[src/rtl/mix_columns_seq_if.sv]
// mix_columns_seq_if
//   Handshake bundle for the sequential MixColumns block.
//   master : the producer/consumer side (drives in_valid, in_state, out_ready)
//   slave  : the MixColumns block itself
//   Signals:
//     in_valid/in_ready/in_state    : input state handshake (128-bit state)
//     out_valid/out_ready/out_state : output state handshake (128-bit state)
//     busy                          : block is working on or holding a state
//     bypass                        : only when MIXCOL_BYPASS_EN is defined
interface mix_columns_seq_if;
  logic         in_valid;
  logic         in_ready;
  logic [127:0] in_state;
  logic         out_valid;
  logic         out_ready;
  logic [127:0] out_state;
  logic         busy;
`ifdef MIXCOL_BYPASS_EN
  logic         bypass;
`endif

  modport master (
`ifdef MIXCOL_BYPASS_EN
    output bypass,
`endif
    output in_valid,
    output in_state,
    output out_ready,
    input  in_ready,
    input  out_valid,
    input  out_state,
    input  busy
  );

  modport slave (
`ifdef MIXCOL_BYPASS_EN
    input  bypass,
`endif
    input  in_valid,
    input  in_state,
    input  out_ready,
    output in_ready,
    output out_valid,
    output out_state,
    output busy
  );
endinterface

[src/rtl/mix_columns_seq.sv]
// mix_columns_seq
//   Forward AES MixColumns, one 32-bit column per clock. A state is accepted
//   in IDLE, its four columns are mixed over four BUSY cycles through one
//   shared column datapath, and the result is held in DONE until taken.
//   Ports:
//     clk  : clock, rising edge
//     rst  : synchronous reset, active-high
//     bus  : mix_columns_seq_if.slave (input/output handshakes, busy, bypass)
//   Parameters:
//     NCOL : columns per state, must be 4
//   Configuration macro:
//     MIXCOL_BYPASS_EN : adds bus.bypass; when latched high the columns are
//                        copied unchanged (AES final round)
//   Packing: column c = state[127-32c -: 32], row 0 byte is the column MSB.
module mix_columns_seq #(
  parameter int NCOL = 4
) (
  input  logic             clk,
  input  logic             rst,
  mix_columns_seq_if.slave bus
);

  if (NCOL != 4) begin : g_bad_ncol
    $error("mix_columns_seq: NCOL must be 4 for AES");
  end

  typedef enum logic [1:0] {
    IDLE = 2'd0,
    BUSY = 2'd1,
    DONE = 2'd2
  } state_e;

  state_e       state_q, state_d;
  logic [1:0]   col_cnt_q, col_cnt_d;
  logic [127:0] in_buf_q, in_buf_d;
  logic [127:0] out_state_q, out_state_d;
  logic         out_valid_q, out_valid_d;
  logic         busy_q, busy_d;
`ifdef MIXCOL_BYPASS_EN
  logic         bypass_q, bypass_d;
`endif

  logic [31:0]  col_in;
  logic [31:0]  col_mixed;
  logic [31:0]  col_out;

  // Multiply by x in GF(2^8), reducing by 0x11b.
  function automatic logic [7:0] xt(input logic [7:0] a);
    return {a[6:0], 1'b0} ^ (a[7] ? 8'h1b : 8'h00);
  endfunction

  // One column through the MixColumns matrix [2 3 1 1; 1 2 3 1; 1 1 2 3; 3 1 1 2].
  function automatic logic [31:0] mix_column(input logic [31:0] c);
    logic [7:0] a0, a1, a2, a3;
    logic [7:0] r0, r1, r2, r3;
    a0 = c[31:24];
    a1 = c[23:16];
    a2 = c[15:8];
    a3 = c[7:0];
    r0 = xt(a0) ^ xt(a1) ^ a1 ^ a2 ^ a3;
    r1 = a0 ^ xt(a1) ^ xt(a2) ^ a2 ^ a3;
    r2 = a0 ^ a1 ^ xt(a2) ^ xt(a3) ^ a3;
    r3 = xt(a0) ^ a0 ^ a1 ^ a2 ^ xt(a3);
    return {r0, r1, r2, r3};
  endfunction

  // Select the column being worked on and run it through the shared datapath.
  always_comb begin
    col_in = 32'h0;
    case (col_cnt_q)
      2'd0:    col_in = in_buf_q[127:96];
      2'd1:    col_in = in_buf_q[95:64];
      2'd2:    col_in = in_buf_q[63:32];
      default: col_in = in_buf_q[31:0];
    endcase
    col_mixed = mix_column(col_in);
`ifdef MIXCOL_BYPASS_EN
    col_out = bypass_q ? col_in : col_mixed;
`else
    col_out = col_mixed;
`endif
  end

  // Next-state logic. in_ready is IDLE-only, so an in_valid seen in IDLE is
  // a completed handshake; out_ready only matters in DONE.
  always_comb begin
    state_d     = state_q;
    col_cnt_d   = col_cnt_q;
    in_buf_d    = in_buf_q;
    out_state_d = out_state_q;
    out_valid_d = out_valid_q;
    busy_d      = busy_q;
`ifdef MIXCOL_BYPASS_EN
    bypass_d    = bypass_q;
`endif
    case (state_q)
      IDLE: begin
        if (bus.in_valid) begin
          in_buf_d  = bus.in_state;
`ifdef MIXCOL_BYPASS_EN
          bypass_d  = bus.bypass;
`endif
          col_cnt_d = 2'd0;
          busy_d    = 1'b1;
          state_d   = BUSY;
        end
      end
      BUSY: begin
        case (col_cnt_q)
          2'd0:    out_state_d[127:96] = col_out;
          2'd1:    out_state_d[95:64]  = col_out;
          2'd2:    out_state_d[63:32]  = col_out;
          default: out_state_d[31:0]   = col_out;
        endcase
        col_cnt_d = col_cnt_q + 2'd1;
        if (col_cnt_q == 2'd3) begin
          out_valid_d = 1'b1;
          state_d     = DONE;
        end
      end
      DONE: begin
        if (bus.out_ready) begin
          out_valid_d = 1'b0;
          busy_d      = 1'b0;
          state_d     = IDLE;
        end
      end
      default: begin
        out_valid_d = 1'b0;
        busy_d      = 1'b0;
        state_d     = IDLE;
      end
    endcase
  end

  // Registers; reset discards any partial result.
  always_ff @(posedge clk) begin
    if (rst) begin
      state_q     <= IDLE;
      col_cnt_q   <= 2'd0;
      in_buf_q    <= 128'h0;
      out_state_q <= 128'h0;
      out_valid_q <= 1'b0;
      busy_q      <= 1'b0;
`ifdef MIXCOL_BYPASS_EN
      bypass_q    <= 1'b0;
`endif
    end else begin
      state_q     <= state_d;
      col_cnt_q   <= col_cnt_d;
      in_buf_q    <= in_buf_d;
      out_state_q <= out_state_d;
      out_valid_q <= out_valid_d;
      busy_q      <= busy_d;
`ifdef MIXCOL_BYPASS_EN
      bypass_q    <= bypass_d;
`endif
    end
  end

  assign bus.in_ready  = (state_q == IDLE);
  assign bus.out_valid = out_valid_q;
  assign bus.out_state = out_state_q;
  assign bus.busy      = busy_q;

endmodule
[src/flat_wrapper.sv]
// flat-port wrapper written by rule: the top's interface ports become plain ports
module mix_columns_seq_flat 
#(
  parameter int NCOL = 4
)
  (clk, rst, bus_in_valid, bus_in_state, bus_out_ready, bus_in_ready, bus_out_valid, bus_out_state, bus_busy);
  mix_columns_seq_if bus_i ();
  input  logic clk;
  input  logic rst;
  input wire logic [$bits(bus_i.in_valid)-1:0] bus_in_valid;
  input wire logic [$bits(bus_i.in_state)-1:0] bus_in_state;
  input wire logic [$bits(bus_i.out_ready)-1:0] bus_out_ready;
  output wire logic [$bits(bus_i.in_ready)-1:0] bus_in_ready;
  output wire logic [$bits(bus_i.out_valid)-1:0] bus_out_valid;
  output wire logic [$bits(bus_i.out_state)-1:0] bus_out_state;
  output wire logic [$bits(bus_i.busy)-1:0] bus_busy;
  assign bus_i.in_valid = bus_in_valid;
  assign bus_i.in_state = bus_in_state;
  assign bus_i.out_ready = bus_out_ready;
  assign bus_in_ready = bus_i.in_ready;
  assign bus_out_valid = bus_i.out_valid;
  assign bus_out_state = bus_i.out_state;
  assign bus_busy = bus_i.busy;
  mix_columns_seq #(.NCOL(NCOL)) u_core (.clk(clk), .rst(rst), .bus(bus_i));
endmodule
[config.mk]
export PLATFORM = sky130hd
export DESIGN_NAME = mix_columns_seq_flat
export DESIGN_NICKNAME = d
export VERILOG_FILES = /design/src/rtl/mix_columns_seq_if.sv /design/src/rtl/mix_columns_seq.sv /design/src/flat_wrapper.sv
export SDC_FILE = /design/constraint.sdc
export NUM_CORES = 1
export LEC_CHECK = 0
export BUFFER_PORTS_ARGS = -buffer_cell sky130_fd_sc_hd__buf_4
export CORE_ASPECT_RATIO = 0.9
export CORE_UTILIZATION = 40
export CTS_CLUSTER_DIAMETER = 120
export DETAILED_ROUTE_END_ITERATION = 8
export GPL_ROUTABILITY_DRIVEN = 1
export PLACE_DENSITY = 0.68
export RECOVER_POWER = 25
export SYNTH_ARGS = -nofsm -noshare
export SYNTH_HDL_FRONTEND = slang
export SYNTH_SLANG_ARGS = --single-unit
[constraint.sdc]
create_clock -name clk -period 4.5 [get_ports clk]
set_input_delay 0.45 -clock clk [delete_from_list [all_inputs] [get_ports clk]]
set_output_delay 0.45 -clock clk [all_outputs]
set_load 0.05 [all_outputs]
Yosys cells after proc, flatten, opt, wreduce, memory -nomap -nowiden
Cells that the tools add are included.
- word-level logic and storage cells: 70
- output and inout port bits: 131
- register bits: 262
- $add $sub $neg: 1
- equal/unequal tests: 8
- bitwise gates (word level): 23
- reduce and logical (&&, ||, !) cells: 13
- muxes and demuxes: 16
- operator list (operator ; count):
    $xor 8x8->8 ; 19
    $pmux 32 s3 ; 1
    $mux 5 ; 4
    $reduce_and 2->1 ; 6
    $reduce_and 3->1 ; 3
    $mux 2 ; 4
    $xor 8x5->8 ; 1
    $eq 2x2->1 const B ; 3
    $pmux 1 s3 ; 2
    $pmux 2 s3 ; 1
    $eq 2x1->1 const B ; 2
    $logic_not 2->1 ; 2
    $ne 2x2->1 const B ; 2
    $pmux 2 s2 ; 1
    $mux 1 ; 3
    $not 1->1 ; 3
    $reduce_or 3->1 ; 1
    $add 2x1->2 const B ; 1
    $ne 2x1->1 const B ; 1
    $reduce_bool 2->1 ; 1

Logic depth before layout (Yosys ltp)
Gate-level depths: netlist (run 1).
- depth in word-level cells: 8
- gate-level depth with buffers: 11
- depth with buffers taken out: 8

Worst setup path after synthesis (run 1)
Ideal clock, no wire load.
- path kind: register to register
- start: register u_core.col_cnt_q[0]
- end: register u_core.out_state_q[83] (netlist: u_core.bus.out_state[83])
- cell stages (with the launch flop): 10
- data required time: 4.368 ns
- period minus slack after synthesis: 2.601 ns
- data arrival time: 2.469 ns
- slack: 1.899 ns
- setup time: 0.132 ns
- cell sequence: dfxtp_1 > inv_1 > ha_1 > buf_6 > a222oi_1 > xor3_1 > mux2i_1 > xnor3_1 > nand2_1 > a21oi_1
- longest elaborated chain between the ends: 8
- elaborated cells on any way between the ends: 13
- RTL lines (what ; RTL line ; source):
    start, declared ; mix_columns_seq.sv:34 ; logic [1:0] col_cnt_q, col_cnt_d;
    start signal, assigned ; mix_columns_seq.sv:150 ; col_cnt_q <= col_cnt_d;
    $eq 2x2->1, or another cell as far along ; mix_columns_seq.sv:70 ; case (col_cnt_q)
    $pmux 32 s3 ; mix_columns_seq.sv:70 ;
    $mux 5 ; mix_columns_seq.sv:49 ; return {a[6:0], 1'b0} ^ (a[7] ? 8'h1b : 8'h00);
    $xor 8x8->8 ; mix_columns_seq.sv:49 ;
    $xor 8x8->8 (4 in series) ; mix_columns_seq.sv:61 ; r1 = a0 ^ xt(a1) ^ xt(a2) ^ a2 ^ a3;
    end signal, assigned ; mix_columns_seq.sv:152 ; out_state_q <= out_state_d;
    end, declared ; mix_columns_seq.sv:36 ; logic [127:0] out_state_q, out_state_d;
Several ways; a longest one is shown, not always the timed one.
A chain may end at the register's enable or synchronous reset.

Worst setup path in the final report (run 1)
- start: register u_core.col_cnt_q[0]
- end: register u_core.out_state_q[93] (netlist: u_core.bus.out_state[93])
- longest elaborated chain between the ends: 7
- elaborated cells on any way between the ends: 11
- RTL lines (what ; RTL line ; source):
    $eq 2x2->1, or another cell as far along ; mix_columns_seq.sv:70 ;
    $pmux 32 s3 ; mix_columns_seq.sv:70 ;
    $xor 8x5->8 or $xor 8x8->8 (tied branches) ; mix_columns_seq.sv:49 ;
    $xor 8x8->8 (4 in series) ; mix_columns_seq.sv:60 ; r0 = xt(a0) ^ xt(a1) ^ a1 ^ a2 ^ a3;
Several ways; a longest one is shown, not always the timed one.

==> results of run 1 <==
==> routing by layer <==
metal  vias to the layer above  global-route usage (%)  wire length, um
li1                       5103                       -                -
met1                      4801                    31.4            15700
met2                       430                    38.4            16300
met3                        61                    4.85             2910
met4                         0                    6.60              937
met5                         -                       0                0
==> power groups by stage <==
stage / Sequential [W] / Clock (W) / Combinational (W)
2_1_floorplan: 0.00272 / 0 / 0.000750
3_3_place_gp: 0.00259 / 0 / 0.00131
3_5_place_dp: 0.00259 / 0 / 0.00133
4_1_cts: 0.00254 / 0.00230 / 0.00133
5_1_grt: 0.00255 / 0.00240 / 0.00140
6_report: 0.00254 / 0.00226 / 0.00131
==> per-stage QoR <==
step           cell area, um^2  setup WS, ns
2_1_floorplan            11500          1.90
3_3_place_gp             13600          1.08
3_5_place_dp             13600          1.02
4_1_cts                  14600          1.00
5_1_grt                  14200         0.661
6_report                 14200         0.942
==> cell type report <==
| class | instances | share of cell area, % |
|---|---|---|
| multi-input cells | 1013 | 40.8 |
| flip-flops and latches | 262 | 37.0 |
| repair buffers | 283 | 12.5 |
| clock buffers | 41 | 5.70 |
| well taps | 360 | 3.17 |
| clock inverters | 10 | 0.740 |
| inverters | 3 | 0.0793 |
==> cell usage after synthesis (2+ instances only) <==
master / n
o21ai_2: 10
mux2i_1: 6
inv_1: 2
and2_1: 2
nand3_1: 24
xnor2_1: 83
nand2b_1: 5
nand3b_1: 18
buf_2: 11
o21a_1: 2
dfxtp_1: 262
buf_1: 7
o21ai_0: 32
and2_0: 2
xnor3_1: 6
a211oi_2: 2
ha_1: 5
a21oi_1: 168
buf_6: 3
a222oi_1: 32
nand2_1: 352
clkbuf_1: 90
xor2_1: 58
nor2b_1: 4
nor2_1: 104
a211oi_1: 81
o21ai_1: 7
==> worst min-delay path: cells and delay by family <==
family	cells	cell delay (ns)
buf+inv	1	0.11
compound gates	1	0.05
simple gates	1	0.04
==> cell usage in the layout (no fill, tap or decap), types with 5 or more instances in the layout <==
master,count
clkbuf_1,103
a222oi_1,32
dfxtp_1,262
o21ai_1,7
xor2_1,58
nand3b_1,18
nand2_1,352
nand3_1,24
clkbuf_8,6
a21oi_1,168
xnor3_1,6
clkbuf_16,28
xnor2_1,83
o21ai_0,32
o21ai_2,10
nand2b_1,5
buf_4,185
nor2_1,103
a211oi_1,81
mux2i_1,6
==> worst min path at each step <==
stage / end / slack, ns
2_1_floorplan: u_core.in_buf_q[63]$_SDFFE_PP0P_ / 0.44
3_3_place_gp: u_core.in_buf_q[81]$_SDFFE_PP0P_ / 0.44
3_5_place_dp: u_core.in_buf_q[112]$_SDFFE_PP0P_ / 0.45
4_1_cts: u_core.in_buf_q[125]$_SDFFE_PP0P_ / 0.13
5_1_grt: u_core.in_buf_q[36]$_SDFFE_PP0P_ / 0.14
6_report: u_core.in_buf_q[125]$_SDFFE_PP0P_ / 0.14
==> state kept, by name, indices dropped and copies added (netlist names) <==
register	count
u_core.col_cnt_q	2
u_core.bus.out_valid	1
u_core.bus.out_state	128
u_core.in_buf_q	128
u_core.state_q	2
u_core.bus.busy	1
==> cell families (layout without fill, tap and decap cells) <==
group | after synthesis | in the layout | share of synthesized area [%]
buffers and inverters | 116 | 337 | 4.23
multiplexers | 7 | 7 | 0.620
adder cells (fa/ha/maj) | 5 | 5 | 0.544
XOR/XNOR | 151 | 151 | 12.6
AND/OR/NAND/NOR | 512 | 512 | 17.9
AO/OA/AOI/OAI | 338 | 338 | 18.5
flip-flops | 262 | 262 | 45.6
==> flow_summary.yaml, run 1 <==
run_status:
  run_status: "completed"
cells_and_area:
  area_growth_pct: 23.4
  final_core_utilization_pct: 50.5
  area.sequential_um2: 5250
  n_fill_cell: 2769
  n_antenna_cell: 0
  post_route_cells_drive_above_1_share_pct: 15.9
  final_cells: 1972
  multi_input_comb_area_um2: 5790
  nNetsFinal: 1728
pwr:
  intPower_w: 0.00421
  clkPwrFrac_pct: 37.0
  post-layout-total-power_w: 0.00611
  p_switching_w: 0.00191
  powerDensity_nw_per_um2: 431
  max-vdd-ir-drop_mv: 0.304
  combinationalPowerShare_pct: 21.4
  power.share.switching_pct: 31.2
  power_frac_seq_pct: 41.6
  power_leakage_nw: 5.43
placement:
  port_buffers: 262
  placed_cells: 1921
  dpl.hpwl_mm: 26.0
  gp_congestion: 0.928
synthesis:
  yosysTopAreaCellShare_pct: 45.6
  seq_area_frac_synth_pct: 45.6
  dominantRegCellSynth: "dfxtp_1"
  synth_enable_flop_cells: 0
  synthDistinctLibCells: 40
  ys.warnings.count: 0
  synth_largest_area_cell: "dfxtp_1"
  fraction_of_registers_with_async_set_reset_pct: 0
  syn-instance-count: 1391
  synthesis.nets: 1528
  synth_area_leaders: "dfxtp_1 (46%), nand2_1 (11%), a21oi_1 (7.3%), xnor2_1 (6.3%), a211oi_1 (5.3%)"
  synth_area_per_cell_um2: 8.27
  cell_area_synth_um2: 11500
  number_of_flip_flops_and_latches_in_the_synthesized_netlist: 262
clock_network:
  post_cts_buffers: 0
  tritoncts: "yes"
  postCtsHoldBufs: 0
  cts.repair.resized: 0
  clock-sinks: 262
  clk_pin_slew_worst_paths_ns: 0.06
  clock_tree.root_cell: "clkbuf_16"
  clk_path_buf_depth: 3
  cts_buffers: 28
  clk_latency_ns: 0.55
  cts_htree_levels: 1
hold_path:
  worstHoldStart: "bus_in_state[125]"
  worst_hold_path_type: "in -> reg"
  hold_depth: 3
worst_setup_path:
  critPathBufInv: 2
  end_kind: "flip-flop"
  critical_path_depth: 9
  worstRegToRegCells: 9
  crit_path_start: "u_core.col_cnt_q[0]$_SDFFE_PP0P_"
  r2r_slack_ns: 0.94
  critical_path.reg2reg.endpoint: "u_core.bus.out_state[93]$_SDFFE_PP0P_"
  worst_path_most_repeated_cell: "xor2_1"
  critPathRequiredTime_ns: 4.87
  timing.critical_path.slowest_stage_cell: "a222oi_1"
  worstSetupEndpoint: "u_core.bus.out_state[93]$_SDFFE_PP0P_"
  crit_arrival_ns: 3.93
  setup.worst_path.start_class: "flip-flop"
  timing_worst_setup_path_type: "reg -> reg"
  timing.rr.start: "u_core.col_cnt_q[0]$_SDFFE_PP0P_"
  critical-path-top-delay-family: "XOR/XNOR gates"
  slowest_delay_ns: 0.74
  critical_path.max_fanout: 19
  crit_chain: "inv_1, ha_1, buf_4, a222oi_1, xor2_1, xor2_1, o21ai_0, xnor2_1, a211oi_1"
timing:
  worstMarginPinSlew_ns: 1.05
  fmax_achieved_ghz: 0.281
  timing.final.max_slew_violations: 0
  hold-worst-slack_ns: 0.140
  rsz0062_at_grt: "no"
  finalHoldViolations: 0
  post-route-min-period_ns: 3.56
  max-slew-margin-rel_pct: 29.9
  tns_ns: 0
  clock_skew_ns: 0.0246
  timing.final.crit_share_pct: 79.1
  finalSetupViolations: 0
floorplan:
  design.die.area_um2: 29400
  die_h_um: 163
  die_width_um: 181
  floorplan.rows: 58
  floorplan.initialDensity_pct: 41.0
  fp.coreArea_um2: 28100
  ios: 263
drt:
  drcViolationCount: 0
  drt.antenna.violating_nets: 0
  detail_route.vias_per_cell: 5.27
  dr.first_iter.drc_count: 1064
  first_pass_iters: 7
  vias: 10400
  wl_per_cell_um: 18.2
  finalWirelength_mm: 35.9
global_route:
  grt_antenna_before_repair: 0
  grt_pass1_vias: 9756
  largest_net_degree_at_the_start_of_global_routing: 137
  global_route.usage.total_pct: 23.5
  gr-total-overflow: 0
  grt_first_pass_wirelength_mm: 54.5
run:
  maxCapViolations: 0
No activity file was read; power rests on OpenSTA's default activity.
==> run 2: changes to the inputs <==
- clock period: 4.5 -> 3.3 ns (I/O delays scaled with it)
==> run 2 against run 1 <==
Net effect: clock skew shrank 0.0060 ns; non-clock buffer count up 30; wire length fell by 1.1%; utilization up 0.87 points; via count barely moved; worst setup slack worse by 0.72 ns; largest cell class unchanged.
==> flow_summary.yaml, run 2 (synthesis results as in run 1) <==
cells_and_area:
  n_antenna_cell: 0
  nNetsFinal: 1757
  commonest_cells_after_routing_fill_and_taps_aside: "nand2_1 (352), dfxtp_1 (262), buf_4 (211)"
  final_core_utilization_pct: 51.4
  n_fill_cell: 2784
  post_route_cells_drive_above_1_share_pct: 17.3
  final_common_cell: "nand2_1"
  area_growth_pct: 25.5
worst_setup_path:
  crit_arrival_ns: 3.50
  setup.worst_path.start_class: "flip-flop"
  timing_worst_setup_path_type: "reg -> reg"
  end_kind: "flip-flop"
  critical_path.max_fanout: 11
  critPathRequiredTime_ns: 3.73
timing:
  finalHoldViolations: 0
  worstMarginPinSlew_ns: 0.970
  tns_ns: 0
  max-slew-margin-rel_pct: 35.3
  setup_slack_ns: 0.225
  fmax_achieved_ghz: 0.325
  hold-worst-slack_ns: 0.0473
  finalSetupViolations: 0
  clock_skew_ns: 0.0185
  timing.final.crit_share_pct: 93.2
  rsz0062_at_grt: "no"
  timing.final.max_slew_violations: 0
  post-route-min-period_ns: 3.07
drt:
  finalWirelength_mm: 35.5
  drcViolationCount: 0
  dr.first_iter.drc_count: 991
  detail_route.vias_per_cell: 5.20
  first_pass_iters: 6
  wl_per_cell_um: 17.8
  drt.antenna.violating_nets: 0
  vias: 10400
global_route:
  grt_pass1_vias: 9923
  global_route.usage.total_pct: 23.6
  largest_net_degree_at_the_start_of_global_routing: 129
  grt_first_pass_wirelength_mm: 54.7
  grt_antenna_before_repair: 0
  gr-total-overflow: 0
pwr:
  powerDensity_nw_per_um2: 583
  post-layout-total-power_w: 0.00841
  max-vdd-ir-drop_mv: 0.369
  power_leakage_nw: 5.58
clock_network:
  postCtsHoldBufs: 0
  clock_tree.root_cell: "clkbuf_16"
  post_cts_buffers: 0
  clk_path_buf_depth: 3
  tritoncts: "yes"
  cts.repair.resized: 0
  cts_buffers: 27
  clk_latency_ns: 0.53
  cts_htree_levels: 1
  clock-sinks: 262
  clk_pin_slew_worst_paths_ns: 0.06
floorplan:
  die_h_um: 163
  design.die.area_um2: 29400
  floorplan.initialDensity_pct: 41.0
  ios: 263
  fp.coreArea_um2: 28100
  floorplan.rows: 58
  die_width_um: 181
hold_path:
  worst_hold_path_type: "in -> reg"
run_status:
  run_status: "completed"
placement:
  pre_cts_slack_ns: 0.279
  gp_congestion: 0.918
  dpl.hpwl_mm: 26.1
  port_buffers: 262
run:
  maxCapViolations: 0
==> run 2: changes by cell type in the layout (fill, tap and decap cells not counted), sizes merged <==
| cell | change |
|---|---|
| buf | +29 |
| clkinv | -2 |
| bufinv | +1 |
| clkbuf | +1 |
| clkinvlp | -1 |
| inv | -1 |
==> run 2: metal layers <==
layer / global-route usage (%) / share of wire, % / vias to the layer above
met4: 8.04 / 3.0 / 0
met5: 0 / 0 / -
met3: 3.89 / 7.5 / 64
li1: - / - / 5154
met1: 32.1 / 45 / 4755
met2: 37.9 / 45 / 426
==> run 2: area by class of cell <==
type | count | area [um^2] | share of cell area, %
multi-input cells | 1013 | 5790 | 40.1
repair buffers | 313 | 2040 | 14.1
flip-flops and latches | 262 | 5250 | 36.3
inverters | 3 | 11.3 | 0.0780
well taps | 360 | 450 | 3.12
clock inverters | 7 | 91.3 | 0.633
clock buffers | 41 | 808 | 5.60
==> run 2: worst paths after layout <==
path,slack [ns],endpoint,cells after the start,start
setup / recovery,0.23,u_core.bus.out_state[69]$_SDFFE_PP0P_,10,u_core.col_cnt_q[0]$_SDFFE_PP0P_
hold / removal,0.05,u_core.in_buf_q[110]$_SDFFE_PP0P_,3,bus_in_state[110]
setup reg to reg,0.23,u_core.bus.out_state[69]$_SDFFE_PP0P_,10,u_core.col_cnt_q[0]$_SDFFE_PP0P_
hold reg to reg,0.45,u_core.bus.out_state[82]$_SDFFE_PP0P_,2,u_core.bus.out_state[82]$_SDFFE_PP0P_
==> run 2: worst max-delay path, stage by stage, from the launching register on <==
cell,delay [ns]
dfxtp_1,0.43
inv_1,0.11
ha_1,0.22
buf_4,0.18
a222oi_1,0.39
buf_4,0.20
xor2_1,0.29
xor2_1,0.10
o21ai_0,0.49
xnor2_1,0.28
a211oi_1,0.27
==> run 2: power by group <==
| group | internal [W] | switching, W | leakage [nW] |
|---|---|---|---|
| Combinational | 0.000690 | 0.00119 | 3.00 |
| Sequential | 0.00333 | 0.000132 | 2.14 |
| Clock | 0.00184 | 0.00124 | 0.442 |
| Total | 0.00586 | 0.00256 | 5.58 |
==> run 2: per-stage QoR <==
step | cell area (um^2) | cells
after floorplan | 11500 | 1391
after detailed placement | 13900 | 1951
after global routing | 14400 | 1999
after global placement | 13900 | 1951
final | 14400 | 1999
after CTS | 14800 | 1999
